`src/rtl/l1_i_controller_nway_pkg.sv`:
```
// Shared types and address-split constants for the N-way L1 instruction-cache controller.
package l1_i_pkg;

   typedef enum logic [1:0] {
      ST_IDLE   = 2'd0,
      ST_MISS   = 2'd1,
      ST_REFILL = 2'd2,
      ST_FLUSH  = 2'd3
   } state_e;

   localparam int OFFSET    = 6;
   localparam int ADDR_BITS = 26;

endpackage

```
`src/rtl/l1_i_controller_nway_if.sv`:
```
// Fetch-side and L2-side handshake bundle of the L1 instruction-cache controller.
interface l1_i_controller_nway_if #(
   parameter int TNUM   = 21,
   parameter int INUM   = 5,
   parameter int WAYS   = 4,
   parameter int TNUM_2 = 18,
   parameter int INUM_2 = 8
);
   logic [TNUM-1:0]         tag_C_L1;
   logic [INUM-1:0]         index_C_L1;
   logic                    read_C_L1;
   logic                    flush;
   logic                    ready_L2_L1;
   logic                    stall;
   logic                    refill;
   logic [$clog2(WAYS)-1:0] way;
   logic                    hit;
   logic                    read_L1_L2;
   logic [INUM_2-1:0]       index_L1_L2;
   logic [TNUM_2-1:0]       tag_L1_L2;
   logic                    flush_done;

   modport master (
      output tag_C_L1, index_C_L1, read_C_L1, flush, ready_L2_L1,
      input  stall, refill, way, hit, read_L1_L2, index_L1_L2, tag_L1_L2, flush_done
   );

   modport slave (
      input  tag_C_L1, index_C_L1, read_C_L1, flush, ready_L2_L1,
      output stall, refill, way, hit, read_L1_L2, index_L1_L2, tag_L1_L2, flush_done
   );
endinterface

```
`src/rtl/l1_i_controller_nway_plru_tree.sv`:
```
// Tree pseudo-LRU for one set: heap-ordered nodes, node n has children 2n+1 (lower) and 2n+2 (upper).
module plru_tree #(
   parameter int WAYS = 4
) (
   input  logic [WAYS-2:0]         bits,
   input  logic [$clog2(WAYS)-1:0] access_way,
   output logic [$clog2(WAYS)-1:0] victim,
   output logic [WAYS-2:0]         next_bits
);
   localparam int LVL = $clog2(WAYS);

   // Follow node bits from the root; a 0 bit sends the walk to the lower subtree.
   always_comb begin
      int   node;
      logic b;
      victim = '0;
      node   = 0;
      b      = 1'b0;
      for (int l = 0; l < LVL; l++) begin
         b = 1'b0;
         for (int n = 0; n < WAYS - 1; n++) begin
            b = (n == node) ? bits[n] : b;
         end
         victim[LVL-1-l] = b;
         node = 2 * node + (b ? 2 : 1);
      end
   end

   // Along the accessed path, point every node away from the accessed way.
   always_comb begin
      int   node;
      logic d;
      next_bits = bits;
      node      = 0;
      d         = 1'b0;
      for (int l = 0; l < LVL; l++) begin
         d = access_way[LVL-1-l];
         for (int n = 0; n < WAYS - 1; n++) begin
            next_bits[n] = (n == node) ? ~d : next_bits[n];
         end
         node = 2 * node + (d ? 2 : 1);
      end
   end
endmodule

```
`src/rtl/l1_i_controller_nway.sv`:
```
// N-way set-associative L1 instruction-cache controller: tags/valids in flops, tree PLRU,
// L2 refill handshake and a one-set-per-cycle flush walk.
module l1_i_controller_nway
   import l1_i_pkg::*;
#(
   parameter int TNUM   = 21,
   parameter int INUM   = 5,
   parameter int WAYS   = 4,
   parameter int TNUM_2 = 18,
   parameter int INUM_2 = 8
) (
   input  logic                 clk,
   input  logic                 nrst,
   l1_i_controller_nway_if.slave bus
);
   localparam int SETS  = 1 << INUM;
   localparam int WAY_W = $clog2(WAYS);
   localparam int NODES = WAYS - 1;

   state_e               state_r, state_s;
   logic [TNUM-1:0]      tag_r   [WAYS][SETS];
   logic [SETS-1:0]      valid_r [WAYS];
   logic [NODES-1:0]     plru_r  [SETS];
   logic [TNUM-1:0]      tag_req_r;
   logic [INUM-1:0]      index_req_r;
   logic [WAY_W-1:0]     victim_r;
   logic                 flush_pend_r;
   logic [INUM-1:0]      flush_idx_r;

   logic [WAYS-1:0]      match_s;
   logic                 hit_any_s;
   logic [WAY_W-1:0]     hit_way_s;
   logic [WAY_W-1:0]     inv_way_s;
   logic                 inv_found_s;
   logic [INUM-1:0]      plru_set_s;
   logic [NODES-1:0]     plru_bits_s;
   logic [NODES-1:0]     plru_next_s;
   logic [WAY_W-1:0]     plru_victim_s;
   logic [WAY_W-1:0]     access_way_s;
   logic [WAY_W-1:0]     victim_sel_s;
   logic [ADDR_BITS-1:0] req_addr_s;

   logic                 stall_s, refill_s, hit_s, read_l2_s, flush_done_s;
   logic [WAY_W-1:0]     way_s;
   logic                 plru_upd_s, miss_latch_s, refill_wr_s, flush_clr_s;

   // Tag compare across all ways of the addressed set, plus lowest-numbered invalid way.
   always_comb begin
      match_s     = '0;
      hit_way_s   = '0;
      inv_way_s   = '0;
      inv_found_s = 1'b0;
      for (int w = 0; w < WAYS; w++) begin
         match_s[w] = valid_r[w][bus.index_C_L1] && (tag_r[w][bus.index_C_L1] == bus.tag_C_L1);
         hit_way_s  = match_s[w] ? WAY_W'(w) : hit_way_s;
      end
      for (int w = WAYS - 1; w >= 0; w--) begin
         inv_way_s   = valid_r[w][bus.index_C_L1] ? inv_way_s : WAY_W'(w);
         inv_found_s = inv_found_s | ~valid_r[w][bus.index_C_L1];
      end
      hit_any_s = |match_s;
   end

   // One shared PLRU tree: the refill cycle addresses the latched set, IDLE the requested set.
   assign plru_set_s   = (state_r == ST_REFILL) ? index_req_r : bus.index_C_L1;
   assign plru_bits_s  = plru_r[plru_set_s];
   assign access_way_s = (state_r == ST_REFILL) ? victim_r : hit_way_s;
   assign victim_sel_s = inv_found_s ? inv_way_s : plru_victim_s;

   plru_tree #(.WAYS(WAYS)) u_plru (
      .bits       (plru_bits_s),
      .access_way (access_way_s),
      .victim     (plru_victim_s),
      .next_bits  (plru_next_s)
   );

   // Next-state and output decode.
   always_comb begin
      state_s      = state_r;
      stall_s      = 1'b0;
      refill_s     = 1'b0;
      hit_s        = 1'b0;
      way_s        = '0;
      read_l2_s    = 1'b0;
      flush_done_s = 1'b0;
      plru_upd_s   = 1'b0;
      miss_latch_s = 1'b0;
      refill_wr_s  = 1'b0;
      flush_clr_s  = 1'b0;
      case (state_r)
         ST_IDLE: begin
            if (bus.flush) begin
               stall_s = 1'b1;
               state_s = ST_FLUSH;
            end else if (bus.read_C_L1) begin
               if (hit_any_s) begin
                  hit_s      = 1'b1;
                  way_s      = hit_way_s;
                  plru_upd_s = 1'b1;
               end else begin
                  stall_s      = 1'b1;
                  miss_latch_s = 1'b1;
                  state_s      = ST_MISS;
               end
            end else begin
               state_s = ST_IDLE;
            end
         end
         ST_MISS: begin
            stall_s   = 1'b1;
            read_l2_s = 1'b1;
            if (bus.ready_L2_L1) begin
               state_s = ST_REFILL;
            end else begin
               state_s = ST_MISS;
            end
         end
         ST_REFILL: begin
            stall_s     = 1'b1;
            refill_s    = 1'b1;
            way_s       = victim_r;
            refill_wr_s = 1'b1;
            plru_upd_s  = 1'b1;
            if (flush_pend_r || bus.flush) begin
               state_s = ST_FLUSH;
            end else begin
               state_s = ST_IDLE;
            end
         end
         ST_FLUSH: begin
            stall_s     = 1'b1;
            flush_clr_s = 1'b1;
            if (&flush_idx_r) begin
               flush_done_s = 1'b1;
               state_s      = ST_IDLE;
            end else begin
               state_s = ST_FLUSH;
            end
         end
         default: begin
            state_s = ST_IDLE;
         end
      endcase
   end

   // Valid bits and PLRU state; refill and flush never occur in the same cycle.
   always_ff @(posedge clk) begin
      if (nrst) begin
         for (int w = 0; w < WAYS; w++) begin
            valid_r[w] <= '0;
         end
         for (int s = 0; s < SETS; s++) begin
            plru_r[s] <= '0;
         end
      end else begin
         if (refill_wr_s) begin
            valid_r[victim_r][index_req_r] <= 1'b1;
         end else if (flush_clr_s) begin
            for (int w = 0; w < WAYS; w++) begin
               valid_r[w][flush_idx_r] <= 1'b0;
            end
         end
         if (plru_upd_s) begin
            plru_r[plru_set_s] <= plru_next_s;
         end else if (flush_clr_s) begin
            plru_r[flush_idx_r] <= '0;
         end
      end
   end

   // Tag array; contents are only meaningful behind a set valid bit, so no reset.
   always_ff @(posedge clk) begin
      if (refill_wr_s) begin
         tag_r[victim_r][index_req_r] <= tag_req_r;
      end
   end

   // State, latched miss request, pending flush and flush walk pointer.
   always_ff @(posedge clk) begin
      if (nrst) begin
         state_r      <= ST_IDLE;
         tag_req_r    <= '0;
         index_req_r  <= '0;
         victim_r     <= '0;
         flush_pend_r <= 1'b0;
         flush_idx_r  <= '0;
      end else begin
         state_r <= state_s;
         if (miss_latch_s) begin
            tag_req_r   <= bus.tag_C_L1;
            index_req_r <= bus.index_C_L1;
            victim_r    <= victim_sel_s;
         end
         if (state_r == ST_REFILL) begin
            flush_pend_r <= 1'b0;
         end else if ((state_r == ST_MISS) && bus.flush) begin
            flush_pend_r <= 1'b1;
         end
         if (flush_clr_s) begin
            flush_idx_r <= flush_idx_r + 1'b1;
         end
      end
   end

   assign req_addr_s      = {tag_req_r, index_req_r};
   assign bus.index_L1_L2 = req_addr_s[INUM_2-1:0];
   assign bus.tag_L1_L2   = req_addr_s[ADDR_BITS-1 -: TNUM_2];
   assign bus.stall       = stall_s;
   assign bus.refill      = refill_s;
   assign bus.hit         = hit_s;
   assign bus.way         = way_s;
   assign bus.read_L1_L2  = read_l2_s;
   assign bus.flush_done  = flush_done_s;
endmodule
```
`src/flat_wrapper.sv`:
```
// flat-port wrapper written by rule: the top's interface ports become plain ports
module l1_i_controller_nway_flat import l1_i_pkg::*;
#(
   parameter int TNUM   = 21,
   parameter int INUM   = 5,
   parameter int WAYS   = 4,
   parameter int TNUM_2 = 18,
   parameter int INUM_2 = 8
)
  (clk, nrst, bus_tag_C_L1, bus_index_C_L1, bus_read_C_L1, bus_flush, bus_ready_L2_L1, bus_stall, bus_refill, bus_way, bus_hit, bus_read_L1_L2, bus_index_L1_L2, bus_tag_L1_L2, bus_flush_done);
  l1_i_controller_nway_if #(.TNUM(TNUM), .INUM(INUM), .WAYS(WAYS), .TNUM_2(TNUM_2), .INUM_2(INUM_2)) bus_i ();
  input  logic clk;
  input  logic nrst;
  input wire logic [$bits(bus_i.tag_C_L1)-1:0] bus_tag_C_L1;
  input wire logic [$bits(bus_i.index_C_L1)-1:0] bus_index_C_L1;
  input wire logic [$bits(bus_i.read_C_L1)-1:0] bus_read_C_L1;
  input wire logic [$bits(bus_i.flush)-1:0] bus_flush;
  input wire logic [$bits(bus_i.ready_L2_L1)-1:0] bus_ready_L2_L1;
  output wire logic [$bits(bus_i.stall)-1:0] bus_stall;
  output wire logic [$bits(bus_i.refill)-1:0] bus_refill;
  output wire logic [$bits(bus_i.way)-1:0] bus_way;
  output wire logic [$bits(bus_i.hit)-1:0] bus_hit;
  output wire logic [$bits(bus_i.read_L1_L2)-1:0] bus_read_L1_L2;
  output wire logic [$bits(bus_i.index_L1_L2)-1:0] bus_index_L1_L2;
  output wire logic [$bits(bus_i.tag_L1_L2)-1:0] bus_tag_L1_L2;
  output wire logic [$bits(bus_i.flush_done)-1:0] bus_flush_done;
  assign bus_i.tag_C_L1 = bus_tag_C_L1;
  assign bus_i.index_C_L1 = bus_index_C_L1;
  assign bus_i.read_C_L1 = bus_read_C_L1;
  assign bus_i.flush = bus_flush;
  assign bus_i.ready_L2_L1 = bus_ready_L2_L1;
  assign bus_stall = bus_i.stall;
  assign bus_refill = bus_i.refill;
  assign bus_way = bus_i.way;
  assign bus_hit = bus_i.hit;
  assign bus_read_L1_L2 = bus_i.read_L1_L2;
  assign bus_index_L1_L2 = bus_i.index_L1_L2;
  assign bus_tag_L1_L2 = bus_i.tag_L1_L2;
  assign bus_flush_done = bus_i.flush_done;
  l1_i_controller_nway #(.TNUM(TNUM), .INUM(INUM), .WAYS(WAYS), .TNUM_2(TNUM_2), .INUM_2(INUM_2)) u_core (.clk(clk), .nrst(nrst), .bus(bus_i));
endmodule
```
`config.mk`:
```
export PLATFORM = sky130hd
export DESIGN_NAME = l1_i_controller_nway_flat
export DESIGN_NICKNAME = d
export VERILOG_FILES = /design/src/rtl/l1_i_controller_nway_pkg.sv /design/src/rtl/l1_i_controller_nway_if.sv /design/src/rtl/l1_i_controller_nway_plru_tree.sv /design/src/rtl/l1_i_controller_nway.sv /design/src/flat_wrapper.sv
export SDC_FILE = /design/constraint.sdc
export NUM_CORES = 2
export LEC_CHECK = 0
export CAP_MARGIN = 10
export CORE_MARGIN = 1
export CORE_UTILIZATION = 60
export DETAILED_ROUTE_END_ITERATION = 8
export PLACE_DENSITY = 0.76
export REMOVE_ABC_BUFFERS = 1
export SYNTH_ARGS = -nofsm -noshare
export SYNTH_HDL_FRONTEND = slang
export SYNTH_HIERARCHICAL = 1
export SYNTH_SLANG_ARGS = --single-unit
```
`constraint.sdc`:
```
create_clock -name clk -period 9.4 [get_ports clk]
set_input_delay 1.41 -clock clk [delete_from_list [all_inputs] [get_ports clk]]
set_output_delay 1.41 -clock clk [all_outputs]
set_load 0.05 [all_outputs]
```
# Yosys cells after proc, flatten, opt, wreduce, memory -nomap -nowiden
# Memory sizes are Yosys's and may differ from the RTL's.
# Index checks and enable logic that the tools add are counted.
dict set report classes {
  n_addsub 1
  magnitude_cmp 8
  n_eq_ne 12
  muxes 224
  bitwise_logic 139
  reduce_logical 19
}
# cell n
set ops {}
lappend ops {{$mux 672} 1}
lappend ops {{$bmux 21 s5} 4}
lappend ops {{$mux 21} 9}
lappend ops {{$mux 1} 170}
lappend ops {{$or 1x1->1} 131}
lappend ops {{$mux 32} 4}
lappend ops {{$demux 21 s5} 1}
lappend ops {{$eq 21x21->1} 4}
lappend ops {{$logic_not 32->1} 2}
lappend ops {{$mux 2} 20}
lappend ops {{$eq 2x32->1 const A} 1}
lappend ops {{$eq 3x32->1 const A} 1}
lappend ops {{$reduce_or 32->1} 1}
lappend ops {{$bmux 1 s5} 4}
lappend ops {{$lt 5x6->1 const B} 3}
lappend ops {{$mux 5} 3}
lappend ops {{$ge 6x6->1 const B} 2}
lappend ops {{$not 5->6} 2}
lappend ops {{$demux 1 s5} 2}
lappend ops {{$ge 5x1->1 const B} 2}
lappend ops {{$reduce_or 3->1} 3}
lappend ops {{$logic_and 1x1->1} 8}
lappend ops {{$pmux 2 s4} 1}
lappend ops {{$lt 6x1->1 const B} 1}
lappend ops {{other kinds (15)} 23}
dict set report totals {
  regBits 36
  mem_bits_rw 2912
  out_inout_bits 33
  word_cells 412
  mem_count 3
}
# name depth width read_ports rd_clocked_by_memory_dff wr line_no
set memory_table {}
lappend memory_table {u_core.tag_r 4 672 4 0 1 l1_i_controller_nway.sv:21} ;# logic [TNUM-1:0] tag_r [WAYS][SETS];
lappend memory_table {u_core.valid_r 4 32 4 0 4 l1_i_controller_nway.sv:22} ;# logic [SETS-1:0] valid_r [WAYS];
lappend memory_table {u_core.plru_r 32 3 1 0 32 l1_i_controller_nway.sv:23} ;# logic [NODES-1:0] plru_r [SETS];

# Longest topological paths before layout
dict set report depth {
  word_depth 17
  ltp_mapped 21
}

# By module
# The synthesis kept the hierarchy.
# mod instances cells_per_inst area_each_um2 seq_area_each_um2
set modules_own_cells {}
lappend modules_own_cells {l1_i_controller_nway 1 6264 117430.1 86883.3}
lappend modules_own_cells {plru_tree 1 7 46.3 0.0}

# Least setup slack after synthesis
# OpenSTA, ideal clock, no wires.
dict set report synth_timing {
  path_kind {input -> output}
  from {in bus_index_C_L1[0]}
  to {out bus_way[1]}
  t_arrival_ps 5267
  setup_slack_ps 2723
  cell_stages 14
  path_cell_list {buf_6 > buf_4 > buf_2 > buf_4 > mux4_2 > a22oi_1 > nand4_1 > xor2_1 > a2111oi_0 > nand4_1 > nor4bb_1 > nor2_1 > or3_1 > a21oi_1}
}
dict set report synth_via {
  elab_chain_cells 12
}
# item line_no
set synth_rtl {}
lappend synth_rtl {{start, declared} flat_wrapper.sv:15} ;# input wire logic [$bits(bus_i.index_C_L1)-1:0] bus_index_C_L1;
lappend synth_rtl {{$not 5->6 (implied by the code)} l1_i_controller_nway.sv:54} ;# match_s[w] = valid_r[w][bus.index_C_L1] && (tag_r[w][bus.index_C_L1] == bus.tag_C_L1);
lappend synth_rtl {{$bmux 21 s5} l1_i_controller_nway.sv:54}
lappend synth_rtl {{$mux 21 (implied by the code) (2 in a row)} l1_i_controller_nway.sv:54}
lappend synth_rtl {{$eq 21x21->1} l1_i_controller_nway.sv:54}
lappend synth_rtl {{$logic_and 1x1->1} l1_i_controller_nway.sv:54}
lappend synth_rtl {{$mux 2 (2 in a row)} l1_i_controller_nway.sv:55} ;# hit_way_s = match_s[w] ? WAY_W'(w) : hit_way_s;
lappend synth_rtl {{$mux 2 *} l1_i_controller_nway.sv:96} ;# if (hit_any_s) begin
lappend synth_rtl {{$mux 2 *} l1_i_controller_nway.sv:95} ;# end else if (bus.read_C_L1) begin
lappend synth_rtl {{$mux 2 *} l1_i_controller_nway.sv:92} ;# if (bus.flush) begin
lappend synth_rtl {{$pmux 2 s2 *} l1_i_controller_nway.sv:90} ;# case (state_r)
lappend synth_rtl {{end, declared} flat_wrapper.sv:21} ;# output wire logic [$bits(bus_i.way)-1:0] bus_way;
# Every way passes the cells marked *; elsewhere a longest branch is shown, timed or not. The select of a mux whose other input is x is not followed.

# Worst setup path in the final report
dict set report layout_timing {
  from {in bus_index_C_L1[2]}
  to {out bus_way[1]}
}
# Same word-level chain as after synthesis.

==> flow_summary.yaml <==
power:
  powerDensity_nw_per_um2: 211
  ir_drop_mv: 0.168
  power.total_mw: 27.8
  p_leak_nw: 45.3
drt:
  antenna_left: 0
  viasPerCell: 7.27
  routed_wirelength_um: 371000
  route.detailed.drc: 0
  dr.pass1.iters: 6
  first_iter_violations: 12000
  via_count: 68400
  wl_per_cell_um: 39.4
timing:
  fin_crit_sh_pct: 90.2
  finalHoldViolations: 0
  rsz0062_at_grt: "no"
  fin_tns_setup_ps: 0
  max_slew.worst_pin.slew_ps: 1390
  post-route-min-period_ps: 8480
  setup_violations: 0
  slew_violations: 0
  slew_headroom_pct: 7.55
  fin_skew_ps: 48.9
  fmax_ghz: 0.118
worst_setup_path:
  critPathTopFamily: "simple AND/OR/NAND/NOR gates"
  crit_chain: "buf_8 -> buf_4 -> nand3b_1 -> o22ai_1 -> nor4_1 -> o211ai_1 -> nor4_1 -> and3_1 -> nor4bb_1 -> buf_4 -> nor2_1 -> or3_1 -> a21oi_1 -> buf_12"
  r2r_cells: 12
  arrival_ps: 7070
  end_kind: "output port"
  critical_path_required_ps: 7990
  worstSetupPathType: "in2out"
  path_max_fanout: 62
  r2r_end: "u_core/plru_r[19][0]$_SDFFCE_PN0P_"
  start_kind: "input port"
  r2r-start: "u_core/tag_r[3][106]$_DFFE_PP_"
  path_buf_inv: 4
  slowest_delay_ps: 960
  slowest_stage: "nor4_1"
  rrSetupSlack_ps: 3520
cts:
  cts.sinks: 2948
  worst_skew_pair.late_latency_ps: 960
  ctsHoldBuffers: 0
  cts_tree: "yes"
  max-clock-path-buffers: 4
  numCtsBuffers: 307
  htree_levels: 5
  cts.clk_slew.worst_paths_ps: 60
  postCtsSetupBuffers: 0
  cts_resized: 0
  clock-root-buffer: "clkbuf_16"
finish:
  regArea_um2: 87000
  final_layout_size_suffix_gt1_share_pct: 22.5
  design_area_um2: 132000
  fill_cells: 12200
  syn2layout_area_growth_pct: 12.1
  multi_input_area_um2: 28700
  layout.nets: 6595
min_path:
  min_to: "u_core/valid_r[1][21]$_DFF_P_"
  hold_depth: 2
  hold_path_class: "reg2reg"
  hp-start: "u_core/valid_r[1][21]$_DFF_P_"
placed_design:
  place.gp.congestion: 1.02
  dpl_cell_area_um2: 122000
  post-dp-hpwl_um: 216000
  io_buffers: 63
die:
  io_pins: 64
  coreArea_um2: 195000
  rows: 162
  die_w_um: 444
  die_h_um: 444
  dieArea_um2: 198000
  start_util_pct: 60.3
yosys:
  ys_seq_area_share_pct: 74.0
  synthDistinctLibCells: 88
  syn_area_um2: 117000
  synth-seq-cells: 2948
  synth.avg_cell_area_um2: 18.7
  synth-main-ff-cell: "edfxtp_1"
  synth_edf_count: 2784
  ys.warnings.count: 6
  synthArstFlopShare_pct: 0
  netlist_instances: 6271
global_routing:
  overflow: 0
  antenna_found_initial: 24
  grt_max_degree: 105
  grtUsageTotal_pct: 37.4
  grt_pass1_vias: 65000
  grt_pass1_wl_um: 505000
flow_run:
  drv_cap: 0
run_status:
  run_status: "complete, no violations"
## worst min-delay path, cell delays in order (launching register included)
cell and delay (ps):
dfxtp_1 320, a21oi_1 60, nor2_1 70
## flip-flops by register name (all words and copies together) (netlist names)
name and count:
u_core/tag_req_r 21, u_core/tag_r 2688, u_core/flush_pend_r 1, u_core/plru_r 96, u_core/victim_r 2, u_core/state_r 2
u_core/index_req_r 5, u_core/flush_idx_r 5, u_core/valid_r 128
## layer usage
| layer | global-route usage (%) | vias up | part of all wire (%) |
|---|---|---|---|
| met2 | 54.5 | 6224 | 44 |
| met1 | 50.6 | 35000 | 34 |
| met3 | 12.0 | 1119 | 15 |
| met4 | 20.4 | 30 | 6.3 |
| met5 | 0 | - | 0.062 |
| li1 | - | 26100 | - |
## cells in the mapped netlist, types with 24 or more instances
cell type	count	area (µm²)
clkbuf_1	139	522
nand4b_1	32	280
mux4_2	561	12600
o21ai_0	63	315
nand2_1	261	980
nand3_1	67	335
nand2b_1	48	300
a21o_1	24	180
xnor2_1	57	499
buf_4	54	405
nand4_1	30	188
o22ai_1	91	569
nor4_1	25	156
a221oi_1	39	342
mux2_2	31	349
nor2_1	359	1350
edfxtp_1	2784	83600
and3_1	66	413
dfxtp_1	164	3280
mux2i_1	414	4140
buf_6	47	529
nor3_1	74	370
xor2_1	34	298
a22oi_1	146	1100
a21oi_1	185	926
buf_2	116	581
## cell usage in the layout, fill, tap and decap left out, types with 91 or more instances in the layout
cell       instances
clkbuf_16        315
nor2_1           223
mux4_2           561
dfxtp_1          143
a21oi_1          185
buf_4            287
nor2_2           132
o22ai_1           91
a22oi_1          146
mux2i_1          414
edfxtp_1        2784
nand2_1          260
## stage by stage
step,hold slack [ps],util (%),setup slack (ps),instances
final,490,67.6,923,9416
after CTS,488,67.6,1040,9396
after global routing,504,67.6,1020,9399
after global placement,462,62.7,1150,8871
after floorplan,451,-,-48.6,5882
after detailed placement,474,62.7,1090,8871
## power by group
part / leakage, nW / total [mW] / switching [mW] / internal [mW]
Clock: 4.63 / 11.7 / 4.88 / 6.78
Sequential: 28.8 / 14.4 / 0.0696 / 14.4
Combinational: 11.9 / 1.70 / 1.16 / 0.542
Total: 45.3 / 27.8 / 6.11 / 21.7
## how the worst max path moves through the flow
stage / cells past startpoint / from / slack, ps / endpoint
6_report: 14 / bus_index_C_L1[2] / 920 / bus_way[1]
5_1_grt: 14 / bus_index_C_L1[2] / 1020 / bus_way[1]
4_1_cts: 13 / bus_index_C_L1[2] / 1040 / bus_hit
3_5_place_dp: 13 / bus_index_C_L1[2] / 1090 / bus_hit
3_3_place_gp: 13 / bus_index_C_L1[2] / 1150 / bus_hit
2_1_floorplan: 10 / bus_index_C_L1[0] / -50 / bus_stall
## cell type report
class                           count  share of cell area, %
Clock inverter                    121                  0.853
Multi-Input combinational cell   2911                   21.8
Clock buffer                      404                   6.32
Tap cell                         2624                   2.49
Sequential cell                  2948                   66.1
Inverter                           23                 0.0675
Timing Repair Buffer              368                   2.41
Antenna cell                       17                 0.0323
## kinds of logic after synthesis
family / Yosys count / synth area share, %
compound gates: 718 / 4.15
buf+inv: 412 / 2.01
fa+ha+maj: 5 / 0.0533
mux: 1009 / 14.6
flops: 2948 / 74.0
simple gates: 1087 / 4.52
xor+xnor: 92 / 0.692
Power figures use the tool's default switching activity.
